File: config.mk
export PLATFORM = sky130hd
export DESIGN_NAME = memory_sb
export DESIGN_NICKNAME = d
export VERILOG_FILES = /design/src/rtl/memory_sb_pkg.sv /design/src/rtl/memory_sb_store_buffer.sv /design/src/rtl/memory_sb.sv
export SDC_FILE = /design/constraint.sdc
export NUM_CORES = 1
export LEC_CHECK = 0
export ABC_CLOCK_PERIOD_IN_PS = 8650
export CORE_MARGIN = 2
export CORE_UTILIZATION = 30
export CTS_CLUSTER_DIAMETER = 120
export CTS_CLUSTER_SIZE = 24
export DETAILED_ROUTE_END_ITERATION = 16
export SLEW_MARGIN = 10
export SYNTH_ARGS = -nofsm -noshare
export SYNTH_HDL_FRONTEND = slang
export SYNTH_SLANG_ARGS = --single-unit
File: constraint.sdc
create_clock -name clk -period 8.65 [get_ports clk]
set_input_delay 2.595 -clock clk [delete_from_list [all_inputs] [get_ports clk]]
set_output_delay 2.595 -clock clk [all_outputs]
set_load 0.02 [all_outputs]
File: src/rtl/memory_sb_pkg.sv
// Shared types for the memory stage: pipeline bundles, data-bus request/response,
// store-buffer entry, bus FSM states and access-size constants.
package memory_sb_pkg;

    localparam logic [2:0] MSize1 = 3'd0;
    localparam logic [2:0] MSize2 = 3'd1;
    localparam logic [2:0] MSize4 = 3'd2;
    localparam logic [2:0] MSize8 = 3'd3;

    typedef enum logic [1:0] {OpAlu, OpLoad, OpStore} op_t;

    typedef struct packed {
        op_t op;
    } control_t;

    typedef struct packed {
        logic        valid;
        logic [63:0] pc;
        logic [31:0] raw_instr;
        control_t    ctl;
        logic [4:0]  dst;
        logic [63:0] result;
        logic [63:0] rd2;
    } excute_data_t;

    typedef struct packed {
        logic        valid;
        logic [63:0] pc;
        logic [31:0] raw_instr;
        control_t    ctl;
        logic [4:0]  dst;
        logic [63:0] result;
        logic [63:0] addr;
    } memory_data_t;

    typedef struct packed {
        logic        valid;
        logic [63:0] addr;
        logic [2:0]  size;
        logic [7:0]  strobe;
        logic [63:0] data;
    } dbus_req_t;

    typedef struct packed {
        logic        data_ok;
        logic [63:0] data;
    } dbus_resp_t;

    typedef struct packed {
        logic [60:0] addr_hi;
        logic [7:0]  strobe;
        logic [63:0] data;
        logic [2:0]  size;
    } sb_entry_t;

    typedef enum logic [1:0] {StIdle, StLoad, StStore} mem_state_t;

    function automatic logic [7:0] byte_mask(input logic [2:0] size);
        case (size)
            MSize1:  return 8'h01;
            MSize2:  return 8'h03;
            MSize4:  return 8'h0f;
            default: return 8'hff;
        endcase
    endfunction

    // Low address bits that must be zero for a naturally aligned access.
    function automatic logic [2:0] align_mask(input logic [2:0] size);
        case (size)
            MSize1:  return 3'd0;
            MSize2:  return 3'd1;
            MSize4:  return 3'd3;
            default: return 3'd7;
        endcase
    endfunction

endpackage

File: src/rtl/memory_sb_store_buffer.sv
// Posted-store FIFO: circular entries with wrapping pointers and a separate count,
// plus a per-slot match vector against a doubleword address.
module store_buffer
    import memory_sb_pkg::*;
#(
    parameter int unsigned SB_DEPTH = 4,
    localparam int unsigned PtrW = $clog2(SB_DEPTH),
    localparam int unsigned CntW = PtrW + 1
) (
    input  logic                clk,
    input  logic                reset,
    input  logic                push,
    input  sb_entry_t           push_entry,
    input  logic                pop,
    input  logic [60:0]         match_addr,
    output sb_entry_t           head,
    output logic [CntW-1:0]     count,
    output logic [SB_DEPTH-1:0] match_vec
);

    sb_entry_t       entries [SB_DEPTH];
    logic [PtrW-1:0] rd_ptr_q, wr_ptr_q;
    logic [CntW-1:0] count_q;
    logic [PtrW-1:0] slot_off [SB_DEPTH];

    always_ff @(posedge clk) begin
        if (reset) begin
            rd_ptr_q <= '0;
            wr_ptr_q <= '0;
            count_q  <= '0;
        end else begin
            if (push) wr_ptr_q <= wr_ptr_q + 1'b1;
            if (pop)  rd_ptr_q <= rd_ptr_q + 1'b1;
            case ({push, pop})
                2'b10:   count_q <= count_q + 1'b1;
                2'b01:   count_q <= count_q - 1'b1;
                default: count_q <= count_q;
            endcase
        end
    end

    always_ff @(posedge clk) begin
        if (push) entries[wr_ptr_q] <= push_entry;
    end

    // A slot is live when its distance from the read pointer is below the count.
    always_comb begin
        for (int i = 0; i < SB_DEPTH; i++) begin
            slot_off[i]  = PtrW'(i) - rd_ptr_q;
            match_vec[i] = ({1'b0, slot_off[i]} < count_q) && (entries[i].addr_hi == match_addr);
        end
    end

    assign head  = entries[rd_ptr_q];
    assign count = count_q;

endmodule

File: src/rtl/memory_sb.sv
// Memory stage with a posted-store buffer: stores retire into the buffer and drain
// over the data bus; loads wait out address conflicts and go to the bus when idle.
module memory_sb
    import memory_sb_pkg::*;
#(
    parameter int unsigned SB_DEPTH     = 4,
    parameter int unsigned MISALIGN_CHK = 1
) (
    input  logic         clk,
    input  logic         reset,
    input  excute_data_t dataE,
    input  logic         fence,
    output memory_data_t dataM,
    output logic         misalignM,
    output dbus_req_t    dreq,
    input  dbus_resp_t   dresp,
    output logic         stopm,
    output logic         sb_empty
);

    localparam int unsigned CntW = $clog2(SB_DEPTH) + 1;

    mem_state_t          state_q, state_d;
    memory_data_t        data_m_q, data_m_d;
    logic                misalign_q;
    sb_entry_t           head, push_entry;
    logic [CntW-1:0]     sb_count;
    logic [SB_DEPTH-1:0] match_vec;

    logic [2:0]  acc_size, offset;
    logic        ld_unsigned, is_load, is_store, misalign, ld_ok, sd_ok;
    logic        conflict, full, fence_stall, ld_go, load_done, push, pop;
    logic [63:0] shifted, ld_val;

    assign acc_size    = {1'b0, dataE.raw_instr[13:12]};
    assign ld_unsigned = dataE.raw_instr[14];
    assign offset      = dataE.result[2:0];
    assign is_load     = dataE.valid && (dataE.ctl.op == OpLoad);
    assign is_store    = dataE.valid && (dataE.ctl.op == OpStore);
    assign misalign    = (MISALIGN_CHK != 0) && ((offset & align_mask(acc_size)) != 3'd0);
    assign ld_ok       = is_load && !misalign;
    assign sd_ok       = is_store && !misalign;

    assign conflict    = |match_vec;
    assign full        = (sb_count == CntW'(SB_DEPTH));
    assign sb_empty    = (sb_count == '0) && (state_q != StStore);
    assign fence_stall = fence && !sb_empty;
    assign ld_go       = ld_ok && !conflict && !fence_stall;
    assign load_done   = (state_q == StLoad) && dresp.data_ok;
    assign stopm       = fence_stall || (sd_ok && full) || (ld_ok && !load_done);
    assign push        = sd_ok && !stopm;
    assign pop         = (state_q == StStore) && dresp.data_ok;

    assign push_entry.addr_hi = dataE.result[63:3];
    assign push_entry.strobe  = byte_mask(acc_size) << offset;
    assign push_entry.data    = dataE.rd2 << {offset, 3'b000};
    assign push_entry.size    = acc_size;

    store_buffer #(
        .SB_DEPTH(SB_DEPTH)
    ) u_store_buffer (
        .clk       (clk),
        .reset     (reset),
        .push      (push),
        .push_entry(push_entry),
        .pop       (pop),
        .match_addr(dataE.result[63:3]),
        .head      (head),
        .count     (sb_count),
        .match_vec (match_vec)
    );

    always_comb begin
        shifted = dresp.data >> {offset, 3'b000};
        case (acc_size)
            MSize1:  ld_val = ld_unsigned ? {56'd0, shifted[7:0]}  : {{56{shifted[7]}}, shifted[7:0]};
            MSize2:  ld_val = ld_unsigned ? {48'd0, shifted[15:0]} : {{48{shifted[15]}}, shifted[15:0]};
            MSize4:  ld_val = ld_unsigned ? {32'd0, shifted[31:0]} : {{32{shifted[31]}}, shifted[31:0]};
            default: ld_val = shifted;
        endcase
    end

    always_comb begin
        state_d = state_q;
        unique case (state_q)
            StIdle: begin
                if (ld_go)                state_d = StLoad;
                else if (sb_count != '0)  state_d = StStore;
            end
            StLoad, StStore: begin
                if (dresp.data_ok) state_d = StIdle;
            end
            default: state_d = StIdle;
        endcase
    end

    // Request is a pure function of state plus held inputs, so it is stable until data_ok.
    always_comb begin
        dreq = '0;
        case (state_q)
            StLoad: begin
                dreq.valid = 1'b1;
                dreq.addr  = dataE.result;
                dreq.size  = acc_size;
            end
            StStore: begin
                dreq.valid  = 1'b1;
                dreq.addr   = {head.addr_hi, 3'b000};
                dreq.size   = head.size;
                dreq.strobe = head.strobe;
                dreq.data   = head.data;
            end
            default: dreq = '0;
        endcase
    end

    always_comb begin
        data_m_d           = '0;
        data_m_d.valid     = dataE.valid;
        data_m_d.pc        = dataE.pc;
        data_m_d.raw_instr = dataE.raw_instr;
        data_m_d.ctl       = dataE.ctl;
        data_m_d.dst       = dataE.dst;
        data_m_d.addr      = dataE.result;
        data_m_d.result    = ld_ok ? ld_val : dataE.result;
    end

    always_ff @(posedge clk) begin
        if (reset) begin
            state_q    <= StIdle;
            data_m_q   <= '0;
            misalign_q <= 1'b0;
        end else begin
            state_q <= state_d;
            if (stopm) begin
                data_m_q.valid <= 1'b0;
                misalign_q     <= 1'b0;
            end else begin
                data_m_q   <= data_m_d;
                misalign_q <= (is_load || is_store) && misalign;
            end
        end
    end

    assign dataM     = data_m_q;
    assign misalignM = misalign_q;

endmodule

==> results.sh, run 1 <==
export IMPL_status="finished, final reports clean"
export IMPL_drt_initial_drc_count=3421
export IMPL_gp_congestion=0.924
export IMPL_period_minus_slack_ps=7640
export IMPL_ys_seq_area_share_pct=57.7
export IMPL_cts_hold_buffers=0
export IMPL_syn_inst=3013
export IMPL_postCtsSetupRepairBufs=0
export IMPL_worst_pin_slew_ps=1050
export IMPL_max_freq_mhz=131
export IMPL_clkLatencyLatePin_ps=660
export IMPL_clock_skew_final_ps=42.4
export IMPL_cts_tree="built"
export IMPL_cp_data_arrival_time_ps=5050
export IMPL_ctsHtreeMaxLevel=2
export IMPL_die_area_um2=125000
export IMPL_peakVddDrop_uv=121
export IMPL_cts_buffer_depth=3
export IMPL_synth_simple_gate_area_share_pct=10.4
export IMPL_setup_violations_final=0
export IMPL_final_util_pct=38.1
export IMPL_use_met2_pct=38.2
export IMPL_cp_slowest_cell="clkdlybuf4s50_1"
export IMPL_async_flop_share_pct=0
export IMPL_pwr_density_cell_nw_per_um2=175
export IMPL_synth_top_family_by_area="multiplexers"
export IMPL_synth_compound_area_share_pct=8.36
export IMPL_synth_most_common_cell="edfxtp_1"
export IMPL_die_x_um=353
export IMPL_path_class="input pin to output pin"
export IMPL_drtAntennaViolNets=0
export IMPL_vias=27400
export IMPL_wl_per_cell_um=29.7
export IMPL_path_max_fanout=26
export IMPL_ctsResizeCount=0
export IMPL_syn_area_per_cell_um2=12.1
export IMPL_core_um2=121000
export IMPL_ys_types=56
export IMPL_port_buffers=673
export IMPL_ys_top_cells_by_area="edfxtp_1, dfxtp_1, mux4_2"
export IMPL_synthesis_nets=3326
export IMPL_crit_chain="clkdlybuf4s50_1, a21oi_1, o2111ai_1, o41ai_2, a21oi_4, inv_8, clkdlybuf4s50_1"
export IMPL_final_layout_size_suffix_gt1_share_pct=9.25
export IMPL_antenna_found_initial=26
export IMPL_groute_usage_overall_pct=23.8
export IMPL_ys_seq_elements=784
export IMPL_hpwl_um=113000
export IMPL_drv_slew=0
export IMPL_p_leak_nw=15.3
export IMPL_drt_total_wl_um=154000
export IMPL_grt_pass1_wl_um=211000
export IMPL_cpMostUsedCell="clkdlybuf4s50_1"
export IMPL_drcViolationCount=0
export IMPL_end_kind="output pin"
export IMPL_slew_headroom_pct=29.3
export IMPL_rsz0062_at_grt="false"
export IMPL_synth_main_ff_cell="edfxtp_1"
export IMPL_synth_xor_area_share_pct=5.89
export IMPL_period_share_pct=88.3
export IMPL_synth_mux_area_share_pct=13.9
export IMPL_yosysWarnings=0
export IMPL_start_util_pct=30.1
export IMPL_yosysTopAreaCell="edfxtp_1"
export IMPL_vias_per_cell=5.28
export IMPL_synth_top_area_share_pct=44.3
export IMPL_dieHeight_um=353
export IMPL_required_ps=6060
export IMPL_num_rows=128
export IMPL_place_area_um2=44900
export IMPL_grt_max_degree=153
export IMPL_crit_path_max_incr_delay_ps=640
export IMPL_critPathLaunchType="input pin"
export IMPL_max_cap_violations=0
export IMPL_setup_ws_ps=1010
export IMPL_use_met3_pct=5.83
export IMPL_dr_pass1_iters=5
export IMPL_synthesis_area_um2=36600
export IMPL_fin_area_um2=46200
export IMPL_pin_count=675
export IMPL_hp_class="register to register"
export IMPL_use_met1_pct=31.9
export IMPL_cts_sinks=784
export IMPL_synth_commonest_cells="edfxtp_1, nand2_1, a21oi_1"
export IMPL_place_ws_ps=897
export IMPL_clockRootBuffer="clkbuf_16"
export IMPL_grt_pass1_vias=26000
export IMPL_gr_total_overflow=0
export IMPL_grt_busiest_layer="met2"
export IMPL_cts_made_buffers=41
export IMPL_fin_tns_setup_ps=0
export IMPL_synthAdderAreaFrac_pct=0.465
export IMPL_clkTransAtPathRegs_ps=80
export IMPL_synth_edf_count=540
export IMPL_syn_to_final_growth_pct=26.4
export IMPL_nNetsFinal=3839
export IMPL_finalHoldViolations=0
==> worst max-delay path: cells and delay by family <==
kind | cells | cell delay (ps)
compound gates | 4 | 1030
buf+inv | 3 | 1370
==> area by class of cell <==
type | count | area, um2
fillers | 12000 | 75200
flip-flops and latches | 784 | 21100
multi-input cells | 1937 | 14400
repair buffers | 738 | 7330
well taps | 1625 | 2030
clock buffers | 66 | 1180
clock inverters | 8 | 97.6
inverters | 24 | 97.6
diodes | 13 | 32.5
==> metrics by stage <==
step	hold slack (ps)	std cells	power [mW]
2_1_floorplan	498	3013	5.06
3_3_place_gp	438	5108	5.87
3_5_place_dp	444	5108	5.88
4_1_cts	458	5182	8.18
5_1_grt	472	5184	8.38
6_report	454	5195	8.11
==> registers in the layout, summed over array words and instances (netlist names), named ones only <==
signal	flops
u_store_buffer.wr_ptr_q	2
u_store_buffer.entries	540
misalignM	1
u_store_buffer.rd_ptr_q	2
u_store_buffer.count	3
state_q	2
dataM	232
==> placed cells by master, fill, tap and decap left out, types with 58 or more instances in the layout <==
cell type,n
nor2_1,120
xnor2_1,129
xor2_1,117
buf_4,58
nand2_1,428
o21ai_0,96
a21oi_1,274
nor2b_1,70
dfxtp_1,242
mux4_2,151
a22oi_1,65
mux2i_1,134
and2_1,81
clkdlybuf4s50_1,669
edfxtp_1,540
==> worst paths after layout <==
check | startpoint | slack (ps) | depth (start not counted) | end
setup / recovery | dataE[148] | 1010 | 7 | stopm
hold reg to reg | dataM[185] | 450 | 2 | dataM[185]
hold / removal | dataM[185] | 450 | 2 | dataM[185]
setup reg to reg | u_store_buffer.count[0] | 4450 | 9 | dataM[90]
==> logic make-up (layout without fill, tap and decap cells) <==
family	count (synthesis)	after routing
and+or+nand+nor	828	828
xor gates and xnor gates	246	246
DFF	784	784
other	1	14
AOI/OAI and AO/OA	532	532
buffers and inverters	292	836
muxes	317	317
adders and majority gates	13	13
==> routing by layer <==
| layer | up-vias | part of all wire, % |
|---|---|---|
| met5 | - | 0.13 |
| met4 | 30 | 3.2 |
| met3 | 184 | 9.7 |
| met2 | 1412 | 47 |
| met1 | 13900 | 41 |
| li1 | 12000 | - |
==> where the power goes <==
| part | total, mW | switching (mW) | internal, mW |
|---|---|---|---|
| logic | 1.58 | 0.959 | 0.625 |
| clock network | 2.31 | 1.34 | 0.977 |
| registers | 4.21 | 0.0781 | 4.13 |
(Power assumes the default switching activity.)
==> run 2: changes to the inputs <==
--- a/config.mk
+++ b/config.mk
@@ -5,12 +5,14 @@
 export SDC_FILE = /design/constraint.sdc
 export NUM_CORES = 1
 export LEC_CHECK = 0
+export ABC_AREA = 1
 export ABC_CLOCK_PERIOD_IN_PS = 8650
 export CORE_MARGIN = 2
 export CORE_UTILIZATION = 30
 export CTS_CLUSTER_DIAMETER = 120
 export CTS_CLUSTER_SIZE = 24
 export DETAILED_ROUTE_END_ITERATION = 16
+export MAX_ROUTING_LAYER = met4
 export SLEW_MARGIN = 10
 export SYNTH_ARGS = -nofsm -noshare
 export SYNTH_HDL_FRONTEND = slang
==> results.sh, run 2 <==
export IMPL_num_rows=129
export IMPL_grt_pass1_wl_um=226000
export IMPL_antenna_found_initial=27
export IMPL_async_flop_share_pct=0
export IMPL_pwr_density_cell_nw_per_um2=178
export IMPL_cts_hold_buffers=0
export IMPL_ctsHtreeMaxLevel=2
export IMPL_nNetsFinal=5123
export IMPL_final_util_pct=37.8
export IMPL_slew_headroom_pct=21.8
export IMPL_synth_most_common_cell="nand2_1"
export IMPL_crit_path_max_incr_delay_ps=640
export IMPL_die_area_um2=128000
export IMPL_path_max_fanout=3
export IMPL_status="finished, final reports clean"
export IMPL_drtAntennaViolNets=0
export IMPL_syn_area_per_cell_um2=8.60
export IMPL_cts_buffer_depth=3
export IMPL_clkLatencyLatePin_ps=670
export IMPL_p_leak_nw=16.9
export IMPL_gp_congestion=0.920
export IMPL_clockRootBuffer="clkbuf_16"
export IMPL_peakVddDrop_uv=119
export IMPL_final_cell_mix="nand2_1, clkdlybuf4s50_1, nor2_1"
export IMPL_port_buffers=673
export IMPL_top_register="u_store_buffer.entries"
export IMPL_r2r_setup_slack_ps=4120
export IMPL_r2r_cells=15
export IMPL_yosysWarnings=0
export IMPL_synthesis_area_um2=37500
export IMPL_fin_tns_setup_ps=0
export IMPL_syn_inst=4364
export IMPL_cts_made_buffers=41
export IMPL_worst_pin_slew_ps=1170
export IMPL_rsz0062_at_grt="false"
export IMPL_drcViolationCount=0
export IMPL_drv_slew=0
export IMPL_drt_initial_drc_count=3697
export IMPL_crit_chain="clkdlybuf4s50_1, a21oi_2, o22ai_4, nor2_1, nand3_1, nand3_4, clkdlybuf4s50_1"
export IMPL_ys_top_cells_by_area="edfxtp_1, dfxtp_1, nand2_1"
export IMPL_power_total_mw=8.35
export IMPL_cp_data_arrival_time_ps=4740
export IMPL_pin_count=675
export IMPL_cpMostUsedCell="clkdlybuf4s50_1"
export IMPL_largest_register_ffs=540
export IMPL_final_layout_size_suffix_gt1_share_pct=3.12
export IMPL_hold_path_depth=2
export IMPL_grt_pass1_vias=30300
export IMPL_ys_seq_elements=784
export IMPL_hpwl_um=118000
export IMPL_die_x_um=358
export IMPL_synth_top_area_share_pct=43.2
export IMPL_start_util_pct=30.3
export IMPL_clkTransAtPathRegs_ps=90
export IMPL_groute_usage_overall_pct=25.3
export IMPL_cts_sinks=784
export IMPL_period_minus_slack_ps=7330
export IMPL_max_cap_violations=0
export IMPL_hp_class="register to register"
export IMPL_yosysTopAreaCell="edfxtp_1"
export IMPL_ctsResizeCount=0
export IMPL_dieHeight_um=358
export IMPL_drt_total_wl_um=164000
export IMPL_dr_pass1_iters=6
export IMPL_finalHoldViolations=0
export IMPL_vias=33100
export IMPL_cp_slowest_cell="clkdlybuf4s50_1"
export IMPL_synthesis_nets=4677
export IMPL_ys_seq_area_share_pct=56.2
export IMPL_synth_commonest_cells="nand2_1, nor2_1, edfxtp_1"
export IMPL_grt_max_degree=162
export IMPL_core_um2=124000
export IMPL_clock_skew_final_ps=43.8
export IMPL_gr_total_overflow=0
export IMPL_setup_violations_final=0
export IMPL_cts_tree="built"
export IMPL_period_share_pct=84.7
export IMPL_required_ps=6060
export IMPL_ys_types=46
export IMPL_end_kind="output pin"
export IMPL_critPathLaunchType="input pin"
export IMPL_max_freq_mhz=136
export IMPL_syn_to_final_growth_pct=24.9
export IMPL_path_class="input pin to output pin"
export IMPL_synth_main_ff_cell="edfxtp_1"
export IMPL_vias_per_cell=5.09
export IMPL_postCtsSetupRepairBufs=0
export IMPL_wl_per_cell_um=25.3
export IMPL_final_common_cell="nand2_1"
export IMPL_synth_edf_count=540
-- run 2: path summary, 6_finish.rpt --
path / startpoint / endpoint
min reg2reg: dataM[61] / dataM[61]
max: dataE[147] / stopm
min: dataM[61] / dataM[61]
max reg2reg: state_q[0] / u_store_buffer.count[2]
-- run 2: cell families after synthesis --
family          count (synthesis)  synth area share, %
flops                         784                 56.2
other cells                     1              0.00999
compound gates                956                 13.4
mux                            42                 1.12
xor+xnor                      162                 3.78
buf+inv                       513                 5.46
fa+ha+maj                      13                0.453
simple gates                 1893                 19.6
-- run 2: final cells by class --
class	instances	area (um2)
Fill cell	12500	77000
Inverter	194	742
Timing Repair Buffer	722	7230
Tap cell	1637	2050
Clock buffer	68	1190
Clock inverter	7	105
Antenna cell	19	47.5
Sequential cell	784	21100
Multi-Input combinational cell	3067	14400
-- run 2: stage by stage --
step	area, um2	hold WS, ps	setup WS, ps	std cells
final	46900	466	1320	6498
after global routing	46900	482	1150	6492
after CTS	46900	469	1230	6479
after detailed placement	45600	454	1240	6404
after global placement	45600	452	1230	6404
after floorplan	37500	478	-1300	4364
-- run 2: metal layers --
metal / routed length (um) / vias up / GRT usage, %
met4: 4900 / 0 / 7.12
met3: 15100 / 173 / 5.23
met2: 74300 / 1501 / 38.6
li1: - / 15400 / -
met1: 69800 / 16000 / 33.8
met5: 0 / - / -
-- run 2: worst max-delay path: cells and delay by family --
kind,cells,cell delay (ps)
buffers and inverters,2,1210
and+or+nand+nor,3,490
AOI/OAI and AO/OA,2,410
-- run 2: power by group --
group          leakage, nW  switching [mW]  internal [mW]  total [mW]
Sequential            6.90          0.0849           4.15        4.23
Combinational         9.38            1.18          0.617        1.80
Clock                0.619            1.34          0.979        2.31
Total                 16.9            2.60           5.74        8.35
